$ cat config.mk
export PLATFORM = sky130hd
export DESIGN_NAME = lsu_axi_bridge
export DESIGN_NICKNAME = d
export VERILOG_FILES = /design/src/rtl/soc_pkg.sv /design/src/rtl/lsu_axi_bridge.sv
export SDC_FILE = /design/constraint.sdc
export NUM_CORES = 1
export LEC_CHECK = 0
export BUFFER_PORTS_ARGS = -buffer_cell sky130_fd_sc_hd__buf_2
export CORE_ASPECT_RATIO = 0.6
export CORE_MARGIN = 10
export CORE_UTILIZATION = 40
export CTS_CLUSTER_DIAMETER = 100
export CTS_CLUSTER_SIZE = 24
export DETAILED_ROUTE_END_ITERATION = 8
export PLACE_DENSITY = 0.79
export SLEW_MARGIN = 40
export SYNTH_ARGS = -nofsm -noshare
export SYNTH_HDL_FRONTEND = slang
export SYNTH_SLANG_ARGS = --single-unit
$ cat constraint.sdc
create_clock -name clock -period 1.8 [get_ports clock]
set_input_delay 0.18 -clock clock [delete_from_list [all_inputs] [get_ports clock]]
set_output_delay 0.18 -clock clock [all_outputs]
set_load 0.05 [all_outputs]
$ cat src/rtl/soc_pkg.sv
// soc_pkg: shared LSU size encodings and AXI response codes
package soc_pkg;
  localparam logic [1:0] BYTE = 2'd0;
  localparam logic [1:0] HALF = 2'd1;
  localparam logic [1:0] WORD = 2'd2;
  localparam logic [1:0] EXTA = 2'd3;
  localparam logic [1:0] OKAY   = 2'b00;
  localparam logic [1:0] EXOKAY = 2'b01;
  localparam logic [1:0] SLVERR = 2'b10;
  localparam logic [1:0] DECERR = 2'b11;
endpackage

$ cat src/rtl/lsu_axi_bridge.sv
// lsu_axi_bridge: one-outstanding LSU req/resp port to AXI4-Lite master (req_*/resp_*/busy on LSU side, m_aw/w/b/ar/r channels on bus side), all outputs registered
module lsu_axi_bridge import soc_pkg::*; #(
  parameter int ADDR_W = 32
) (
  input  logic              clock,
  input  logic              reset,
  input  logic              req_valid,
  input  logic              req_wen,
  input  logic [ADDR_W-1:0] req_addr,
  input  logic [1:0]        req_size,
  input  logic [31:0]       req_wdata,
  input  logic [3:0]        req_wmask,
  output logic              resp_valid,
  output logic [31:0]       resp_rdata,
  output logic              resp_err,
  output logic              busy,
  output logic [ADDR_W-1:0] m_awaddr,
  output logic [2:0]        m_awsize,
  output logic              m_awvalid,
  input  logic              m_awready,
  output logic [31:0]       m_wdata,
  output logic [3:0]        m_wstrb,
  output logic              m_wvalid,
  input  logic              m_wready,
  input  logic [1:0]        m_bresp,
  input  logic              m_bvalid,
  output logic              m_bready,
  output logic [ADDR_W-1:0] m_araddr,
  output logic [2:0]        m_arsize,
  output logic              m_arvalid,
  input  logic              m_arready,
  input  logic [31:0]       m_rdata,
  input  logic [1:0]        m_rresp,
  input  logic              m_rvalid,
  output logic              m_rready
);
  typedef enum logic [2:0] {IDLE, RD_ADDR, RD_DATA, WR_REQ, WR_RESP, DONE} state_t;
  state_t state, state_n;
  logic aw_done, w_done, aw_done_n, w_done_n, err_n;
  always_comb begin
    state_n   = state;
    aw_done_n = aw_done;
    w_done_n  = w_done;
    err_n     = 1'b0;
    case (state)
      IDLE: if (req_valid) begin
        state_n   = req_wen ? WR_REQ : RD_ADDR;
        aw_done_n = 1'b0;
        w_done_n  = 1'b0;
      end
      RD_ADDR: state_n = m_arready ? RD_DATA : RD_ADDR;
      RD_DATA: begin
        state_n = m_rvalid ? DONE : RD_DATA;
        err_n   = m_rresp != OKAY;
      end
      WR_REQ: begin
        aw_done_n = aw_done | (m_awvalid & m_awready);
        w_done_n  = w_done | (m_wvalid & m_wready);
        state_n   = (aw_done_n && w_done_n) ? WR_RESP : WR_REQ;
      end
      WR_RESP: begin
        state_n = m_bvalid ? DONE : WR_RESP;
        err_n   = m_bresp != OKAY;
      end
      default: state_n = IDLE;
    endcase
  end
  always_ff @(posedge clock) begin
    if (reset) begin
      state      <= IDLE;
      aw_done    <= 1'b0;
      w_done     <= 1'b0;
      m_awaddr   <= '0;
      m_araddr   <= '0;
      m_awsize   <= '0;
      m_arsize   <= '0;
      m_wdata    <= '0;
      m_wstrb    <= '0;
      m_arvalid  <= 1'b0;
      m_rready   <= 1'b0;
      m_awvalid  <= 1'b0;
      m_wvalid   <= 1'b0;
      m_bready   <= 1'b0;
      resp_valid <= 1'b0;
      resp_err   <= 1'b0;
      resp_rdata <= '0;
      busy       <= 1'b0;
    end else begin
      state   <= state_n;
      aw_done <= aw_done_n;
      w_done  <= w_done_n;
      if (state == IDLE && req_valid) begin
        m_awaddr <= req_addr;
        m_araddr <= req_addr;
        m_awsize <= {1'b0, req_size};
        m_arsize <= {1'b0, req_size};
        m_wdata  <= req_wdata;
        m_wstrb  <= req_wmask;
      end
      if (state == RD_DATA && m_rvalid) resp_rdata <= m_rdata;
      m_arvalid  <= state_n == RD_ADDR;
      m_rready   <= state_n == RD_DATA;
      m_awvalid  <= state_n == WR_REQ && !aw_done_n;
      m_wvalid   <= state_n == WR_REQ && !w_done_n;
      m_bready   <= state_n == WR_RESP;
      resp_valid <= state_n == DONE;
      resp_err   <= state_n == DONE && err_n;
      busy       <= state_n != IDLE;
    end
  end
endmodule

==> flow_summary.toml, run 1 <==
[die]
ios = 261
die_area_um2 = 15550
core_um2 = 10600
initial_core_util_pct = 40.94
die_y_um = 100.7
num_rows = 29
die_w_um = 154.4

[critical_path]
critPathLaunchType = "flop"
crit_chain = "nor2b_1 > a221oi_1 > o21a_1 > nor3b_1"
crit_fanout = 10
crit_type = "flop to flop"
cpPeakStageDelay_ps = 470
crit_path_start = "state[0]"
crit_slowest_cell = "dfxtp_1"
cp.arrival_ps = 1870
worstRegToRegCells = 4
critPathCaptureType = "flop"
rrSetupSlack_ps = 200
required_ps = 2060
rr_endpoint = "m_rready"
worstReg2RegStart = "state[0]"

[cells_and_area]
fill_cells = 952
drive_above_1_share_pct = 39.43
finalNetCount = 878
fin_util_pct = 58.05
syn2layout_area_growth_pct = 41.79
final_common_cell = "buf_2"
mostFrequentLayoutCells = "buf_2 (257), nand2_1 (206), dfxtp_1 (115), a21oi_1 (108), clkbuf_16 (17)"
finalNonFillerCells = 915
antenna_cells = 0

[yosys]
syn_area_um2 = 4338
yosysUniqueCellTypes = 32
synth_warnings = 0
ys_seq_area_share_pct = 53.07
synth-seq-cells = 115
avgSynthCellArea_um2 = 7.916
synthCells = 548

[placed_design]
dp.cells = 883
io_buffers = 258
place_congestion = 0.8185
place_hpwl_mm = 10.68

[detailed_routing]
vias_per_cell = 4.591
dr.pass1.iters = 7
totalWireLength_mm = 13.96
vias = 4201
first_iter_violations = 203
drc = 0
wire_per_inst_um = 15.25
ant_nets = 0

[grt]
grt_pass1_wl_mm = 21.29
grt_antenna_before_repair = 0
overflow = 0
track_usage_pct = 16.82
grt_max_degree = 42
grt_pass1_vias = 4019

[outcome]
run_status = "finished clean"

[power_and_ir_drop]
leakagePower_uw = 0.002970
power.density_nw_per_um2 = 1472
vdd_drop_max_mv = 0.7671

[sta]
setup_viol = 0
rsz0062_at_grt = "no"
tns_ps = 0
clock_skew_ps = 8.782
period_minus_slack_ps = 1604
fmax_mhz = 623.6
hold_viol_final = 0
final_max_slew_viol_count = 0
fin_crit_sh_pct = 89.10

[clock_tree]
clkSlewWorstSetupHoldPaths_ps = 60
cts_max_path_buffers = 2
cts.sinks = 115
cts_buffers = 17
insertion_delay_ps = 400
cts_max_level = 4
cts_setup_buffers = 0
cts_resized = 0
cts.root.buffer_cell = "clkbuf_16"
cts_tree = "yes"
postCtsHoldBufs = 0

[worst_hold_path]
hold_depth = 3
hold_path_end = "resp_rdata[13]"
min_from = "m_rdata[13]"
hold_path.class = "primary input to flop"

[flow_run]
cap_violations = 0
-- synthesized netlist by cell type, drive strengths merged --
master,number,area (um^2)
inv,2,7.500
nor3b,2,20.02
conb,1,3.750
nor3,5,30.03
a31oi,2,27.53
o21ai,5,25.02
a211oi,1,7.510
nand3,1,5.000
nand2,207,777.0
o211ai,1,7.510
buf,51,345.3
nor2b,2,12.51
nor2,12,45.04
o21a,1,7.510
o2bb2ai,1,8.760
nand3b,1,7.510
a221oi,1,8.760
a21oi,108,540.5
a31o,1,17.52
nor4,1,6.260
dfxtp,115,2302
and2,2,12.51
and4bb,1,12.51
nand4b,1,8.760
clkbuf,22,82.58
and3b,1,8.760
-- report_power, final --
part           leakage (uW)  switching (uW)  internal, uW
Combinational       0.00174            2010           663
Clock              0.000293            1190          2210
Sequential         0.000939             166          2820
Total               0.00297            3360          5700
-- area by class of cell --
cell class                      instances  area [um^2]  share of cell area [%]
Inverter                                2        7.507                  0.1221
Sequential cell                       115         2302                   37.43
Timing Repair Buffer                  268         1456                   23.68
Clock buffer                           19        442.9                   7.201
Tap cell                              139        173.9                   2.828
Clock inverter                         13        160.2                   2.604
Multi-Input combinational cell        359         1608                   26.14
-- worst max path at each step --
stage                     end  slack, ps
floorplan           m_arvalid        320
detailed placement       busy        240
global route             busy         60
finish               m_rready        200
CTS                      busy        220
global placement         busy        260
-- routing by layer --
metal / vias to the layer above / track usage [%] / part of all wire (%)
li1: 2170 / - / -
met1: 1841 / 19.34 / 42
met2: 183 / 26.67 / 46
met3: 7 / 8.994 / 12
met4: 0 / 4.989 / 0.57
met5: - / 0 / 0
-- per-stage QoR --
stage | power (uW) | area, um^2 | setup WS [ps] | hold WS [ps]
after detailed placement | 5732 | 5548 | 243.6 | 425.7
after floorplan | 5091 | 4342 | 324.4 | 316.0
after global routing | 9445 | 6151 | 55.29 | 0.7311
after global placement | 5707 | 5548 | 262.1 | 421.8
after CTS | 9132 | 6151 | 223.2 | 1.682
final | 9057 | 6151 | 196.3 | 14.59
-- logic make-up after synthesis --
family / synth area share [%]
AOI/OAI and AO/OA: 15.00
buffers and inverters: 10.04
DFF: 53.07
other: 0.08645
and+or+nand+nor: 21.81
-- worst max-delay path, delay by kind of cell (launching register included) --
family | cells | cell delay (ps)
AOI/OAI and AO/OA | 2 | 750
and+or+nand+nor | 2 | 250
DFF | 1 | 470
-- sequential cells by signal, indices dropped and copies added, names as in the netlist, 2 cells and up --
name,flops
m_wdata,32
state,3
m_wstrb,4
resp_rdata,32
m_awsize,2
m_araddr,32
No activity file was read; power rests on OpenSTA's default activity.
==> run 2: changes to the inputs <==
- HOLD_SLACK_MARGIN: default -> 0.05
==> run 2 against run 1 <==
  * Sequential power about the same
  * Worst setup slack worse by 4.8 ps
  * Die area unchanged
  * Critical path type unchanged
  * Largest cell class is now buffers
  * Highest routed layer unchanged
==> flow_summary.toml, run 2 (same netlist as run 1, synthesis figures left out) <==
[cells_and_area]
finalInstanceArea_um2 = 7162
antenna_cells = 0
final_common_cell = "buf_2"
syn2layout_area_growth_pct = 65.10
reg_top3 = "m_araddr x32, m_wdata x32, resp_rdata x32"
finalNonFillerCells = 1016
fin_util_pct = 67.60
multi_input_area_um2 = 1608
fill_cells = 787
mostFrequentLayoutCells = "buf_2 (257), nand2_1 (206), dfxtp_1 (115), a21oi_1 (108), dlygate4sd3_1 (101)"
drive_above_1_share_pct = 34.89
ff_latch_area_um2 = 2302
finalNetCount = 979

[detailed_routing]
drc = 0
dr.pass1.iters = 8
wire_per_inst_um = 16.70
ant_nets = 0
totalWireLength_mm = 16.97
vias_per_cell = 4.798
vias = 4875
first_iter_violations = 255

[outcome]
run_status = "finished clean"

[power_and_ir_drop]
power.density_nw_per_um2 = 1299
seqPwrFrac_pct = 32.3
leakagePower_uw = 0.003392
switching_share_pct = 37.21
clkPwrFrac_pct = 36.6
comb_power_share_pct = 31.2
power_uw = 9300
power.internal_uw = 5839
vdd_drop_max_mv = 0.8355
power_switching_uw = 3461

[critical_path]
crit_family = "compound AO/OA/AOI/OAI gates"
crit_type = "flop to flop"
cp.arrival_ps = 1870
crit_fanout = 10
crit_chain = "nor2b_1 > a221oi_1 > o21a_1 > nor3b_1"
crit_slowest_cell = "dfxtp_1"
critPathCaptureType = "flop"
critPathLaunchType = "flop"
required_ps = 2060
critPathBufInv = 0
cpPeakStageDelay_ps = 480

[sta]
tns_ps = 0
rsz0062_at_grt = "no"
setup_viol = 0
period_minus_slack_ps = 1609
fin_crit_sh_pct = 89.36
clock_skew_ps = 6.839
fmax_mhz = 621.7
hold_viol_final = 0
final_max_slew_viol_count = 0

[die]
core_um2 = 10600
ios = 261
initial_core_util_pct = 40.94
die_area_um2 = 15550
num_rows = 29
die_y_um = 100.7
die_w_um = 154.4

[clock_tree]
cts_max_path_buffers = 2
cts_setup_buffers = 0
clkSlewWorstSetupHoldPaths_ps = 50
cts_max_level = 4
insertion_delay_ps = 390
cts.root.buffer_cell = "clkbuf_16"
cts_buffers = 17
cts_tree = "yes"
cts.sinks = 115

[grt]
track_usage_pct = 20.58
grt_antenna_before_repair = 0
grt_max_degree = 42
grt-busiest-layer = "met2"
grt_pass1_wl_mm = 25.95
grt_pass1_vias = 4791
use_met1_pct = 23.17
overflow = 0
use_met3_pct = 9.420
met2_usage_pct = 34.31

[placed_design]
place_congestion = 0.8185
place_hpwl_mm = 10.68
dp.cells = 883
place_area_um2 = 5548
io_buffers = 258

[worst_hold_path]
hold_path.class = "primary input to flop"

[flow_run]
cap_violations = 0
[run 2: power by group through the flow]
stage               clock, uW  sequential [uW]  combinational, uW
finish                   3400             3000               2900
global route             3580             3030               3060
floorplan                   0             3910               1180
CTS                      3450             2990               2870
global placement            0             3030               2680
detailed placement          0             3040               2690
[run 2: per-stage QoR]
| stage | setup slack [ps] | hold slack (ps) |
|---|---|---|
| after floorplan | 324.4 | 316.0 |
| after global placement | 262.1 | 421.8 |
| after detailed placement | 243.6 | 425.7 |
| after CTS | 223.2 | 67.00 |
| after global routing | 55.29 | 72.74 |
| final | 191.4 | 100.5 |
[run 2: repair_timing]
action / 4_1_cts / 5_1_grt
endpoints found under the hold margin: 101 / 0
resized for setup: 0 / 0
hold buffers: 101 / 0
[run 2: routing by layer]
layer | up-vias | routed length, um
met5 | - | 0
met4 | 0 | 198
met3 | 19 | 1790
met2 | 236 | 8210
met1 | 2248 | 6771
li1 | 2372 | -
[run 2: cell type report]
cell class	count	share of cell area, %
clock buffer	19	6.184
clock inverter	13	2.236
sequential	115	32.15
tap	139	2.428
timing repair buffer	369	34.45
multi-input combinational	359	22.45
inverter	2	0.1048
[run 2: worst paths after layout]
| kind | endpoint | start | depth (start not counted) | slack, ps |
|---|---|---|---|---|
| min reg2reg | resp_rdata[23] | resp_rdata[23] | 2 | 450 |
| max reg2reg | m_rready | state[0] | 4 | 190 |
| min | m_araddr[31] | req_addr[31] | 3 | 100 |
| max | m_rready | state[0] | 4 | 190 |
[run 2: worst reg2reg max path, stage by stage (launching register included)]
cell and delay (ps):
dfxtp_1 480, nor2b_1 140, a221oi_1 420, o21a_1 340, nor3b_1 110
==> run 3: changes to the inputs <==
- CTS_BUF_LIST: default -> sky130_fd_sc_hd__clkbuf_8
- TNS_END_PERCENT: default -> 5
- clock period: 1.8 -> 1.9 ns (I/O delays scaled with it)
==> run 3 against run 2 <==
  * Cell count rose by 0.30%
  * Highest routed layer unchanged
  * Global-route usage fell by 0.085 points
  * Count of clock-buffer cells in the layout fell by 2
  * Flip-flop and latch count did not move
  * First-iteration DRC count fell by 2.0%
  * Largest cell class unchanged
  * Critical path type unchanged
  * Hold slack got worse by 9.3 ps
==> flow_summary.toml, run 3 (same netlist as run 1, synthesis figures left out) <==
[sta]
hold_viol_final = 0
tightest_slew_ps = 504.0
fin_crit_sh_pct = 85.64
final_max_slew_viol_count = 0
clock_skew_ps = 9.925
rsz0062_at_grt = "no"
fmax_mhz = 614.6
maxSlewHeadroom_pct = 66.40
setup_slack_ps = 272.9
period_minus_slack_ps = 1627
tns_ps = 0
setup_viol = 0

[power_and_ir_drop]
power.density_nw_per_um2 = 1139
leakagePower_uw = 0.003296
vdd_drop_max_mv = 0.6930

[die]
die_w_um = 154.4
initial_core_util_pct = 40.94
num_rows = 29
core_um2 = 10600
ios = 261
die_y_um = 100.7
die_area_um2 = 15550

[critical_path]
rr_endpoint = "m_araddr[22]"
critPathCaptureType = "flop"
crit_type = "flop to flop"
worstReg2RegStart = "state[1]"
required_ps = 2240
critPathLaunchType = "flop"
rrSetupSlack_ps = 270
crit_path_start = "state[1]"
cp.arrival_ps = 1970
crit_fanout = 35
worstRegToRegCells = 5

[worst_hold_path]
min_from = "m_bvalid"
hold_path_end = "resp_valid"
hold_path.class = "primary input to flop"
hold_depth = 3

[cells_and_area]
syn2layout_area_growth_pct = 60.54
finalInstanceArea_um2 = 6964
finalNonFillerCells = 1019
final_common_cell = "buf_2"
drive_above_1_share_pct = 34.85
mostFrequentLayoutCells = "buf_2 (257), nand2_1 (206), dfxtp_1 (115), a21oi_1 (108), dlygate4sd3_1 (102)"
reg_top3 = "m_araddr x32, m_wdata x32, resp_rdata x32"
finalNetCount = 980

[grt]
grt_antenna_before_repair = 1
use_met1_pct = 21.89
grt_max_degree = 44
overflow = 0
grt_pass1_wl_mm = 25.88
grt-busiest-layer = "met2"
use_met3_pct = 10.23
met2_usage_pct = 34.53
grt_pass1_vias = 4880
track_usage_pct = 20.49

[clock_tree]
cts_max_level = 4
cts_buffers = 17
clkSlewWorstSetupHoldPaths_ps = 80
cts_resized = 0
cts_max_path_buffers = 2
insertion_delay_ps = 420
cts.root.buffer_cell = "clkbuf_8"
cts.sinks = 115
cts_tree = "yes"

[detailed_routing]
wire_per_inst_um = 16.45
totalWireLength_mm = 16.77
drc = 0
first_iter_violations = 250
vias_per_cell = 4.781
ant_nets = 0
vias = 4872
dr.pass1.iters = 4

[placed_design]
dp.cells = 883
post-place-ws_ps = 394.9
place_congestion = 0.8080
place_hpwl_mm = 10.68
place_area_um2 = 5523
io_buffers = 258

[outcome]
run_status = "finished clean"

[flow_run]
cap_violations = 0
[run 3: cell types whose count changed in the layout (fill, tap and decap cells not counted), sizes merged]
cell	previous run	this run
clkinv	8	3
diode	0	2
clkbuf	19	17
clkinvlp	2	4
dlygate4sd3	101	102
inv	2	7
[run 3: what timing repair did]
item / in CTS / in global routing
setup buffers: 0 / 0
endpoints found under the hold margin: 102 / 0
hold buffers: 102 / 0
[run 3: area by class of cell]
class                           count  area, um^2
Timing Repair Buffer              370        2452
Sequential cell                   115        2302
Tap cell                          139       173.9
Clock inverter                     15       181.4
Antenna cell                        2       5.005
Inverter                            2       7.507
Multi-Input combinational cell    359        1608
Fill cell                         836        3631
Clock buffer                       17       234.0
[run 3: per-stage QoR]
| stage | hold WS (ps) | util (%) | power [uW] |
|---|---|---|---|
| after floorplan | 326.0 | - | 4823 |
| after global placement | 432.1 | 52.13 | 5383 |
| after detailed placement | 436.1 | 52.13 | 5404 |
| after CTS | 69.02 | 65.68 | 7949 |
| after global routing | 82.45 | 65.71 | 8289 |
| final | 91.18 | 65.73 | 7929 |
[run 3: worst max-delay path by stage]
stage,to,slack (ps),depth (start not counted)
after floorplan,m_arvalid,420,5
after global placement,resp_rdata[18],450,4
after detailed placement,m_araddr[23],390,5
after CTS,m_araddr[23],360,5
after global routing,m_wdata[15],190,5
final,m_araddr[22],270,5
[run 3: worst max-delay path: stages (launching register included)]
cell	delay [ps]
dfxtp_1	410
nor2_1	270
and2_2	340
buf_12	230
nand2_1	90
a21oi_1	180
[run 3: layer usage]
layer | up-vias | wire length, um | share of wire [%]
met5 | - | 0 | 0
met4 | 0 | 318 | 1.9
met2 | 253 | 8075 | 48
met1 | 2222 | 6514 | 39
li1 | 2373 | - | -
met3 | 24 | 1858 | 11
[run 3: report_power, final]
| part | switching (uW) | internal (uW) | leakage [uW] | total [uW] |
|---|---|---|---|---|
| registers | 157 | 2670 | 0.000939 | 2830 |
| logic | 1980 | 747 | 0.00216 | 2720 |
| clock network | 1070 | 1310 | 0.000201 | 2380 |
| total | 3200 | 4720 | 0.00330 | 7930 |
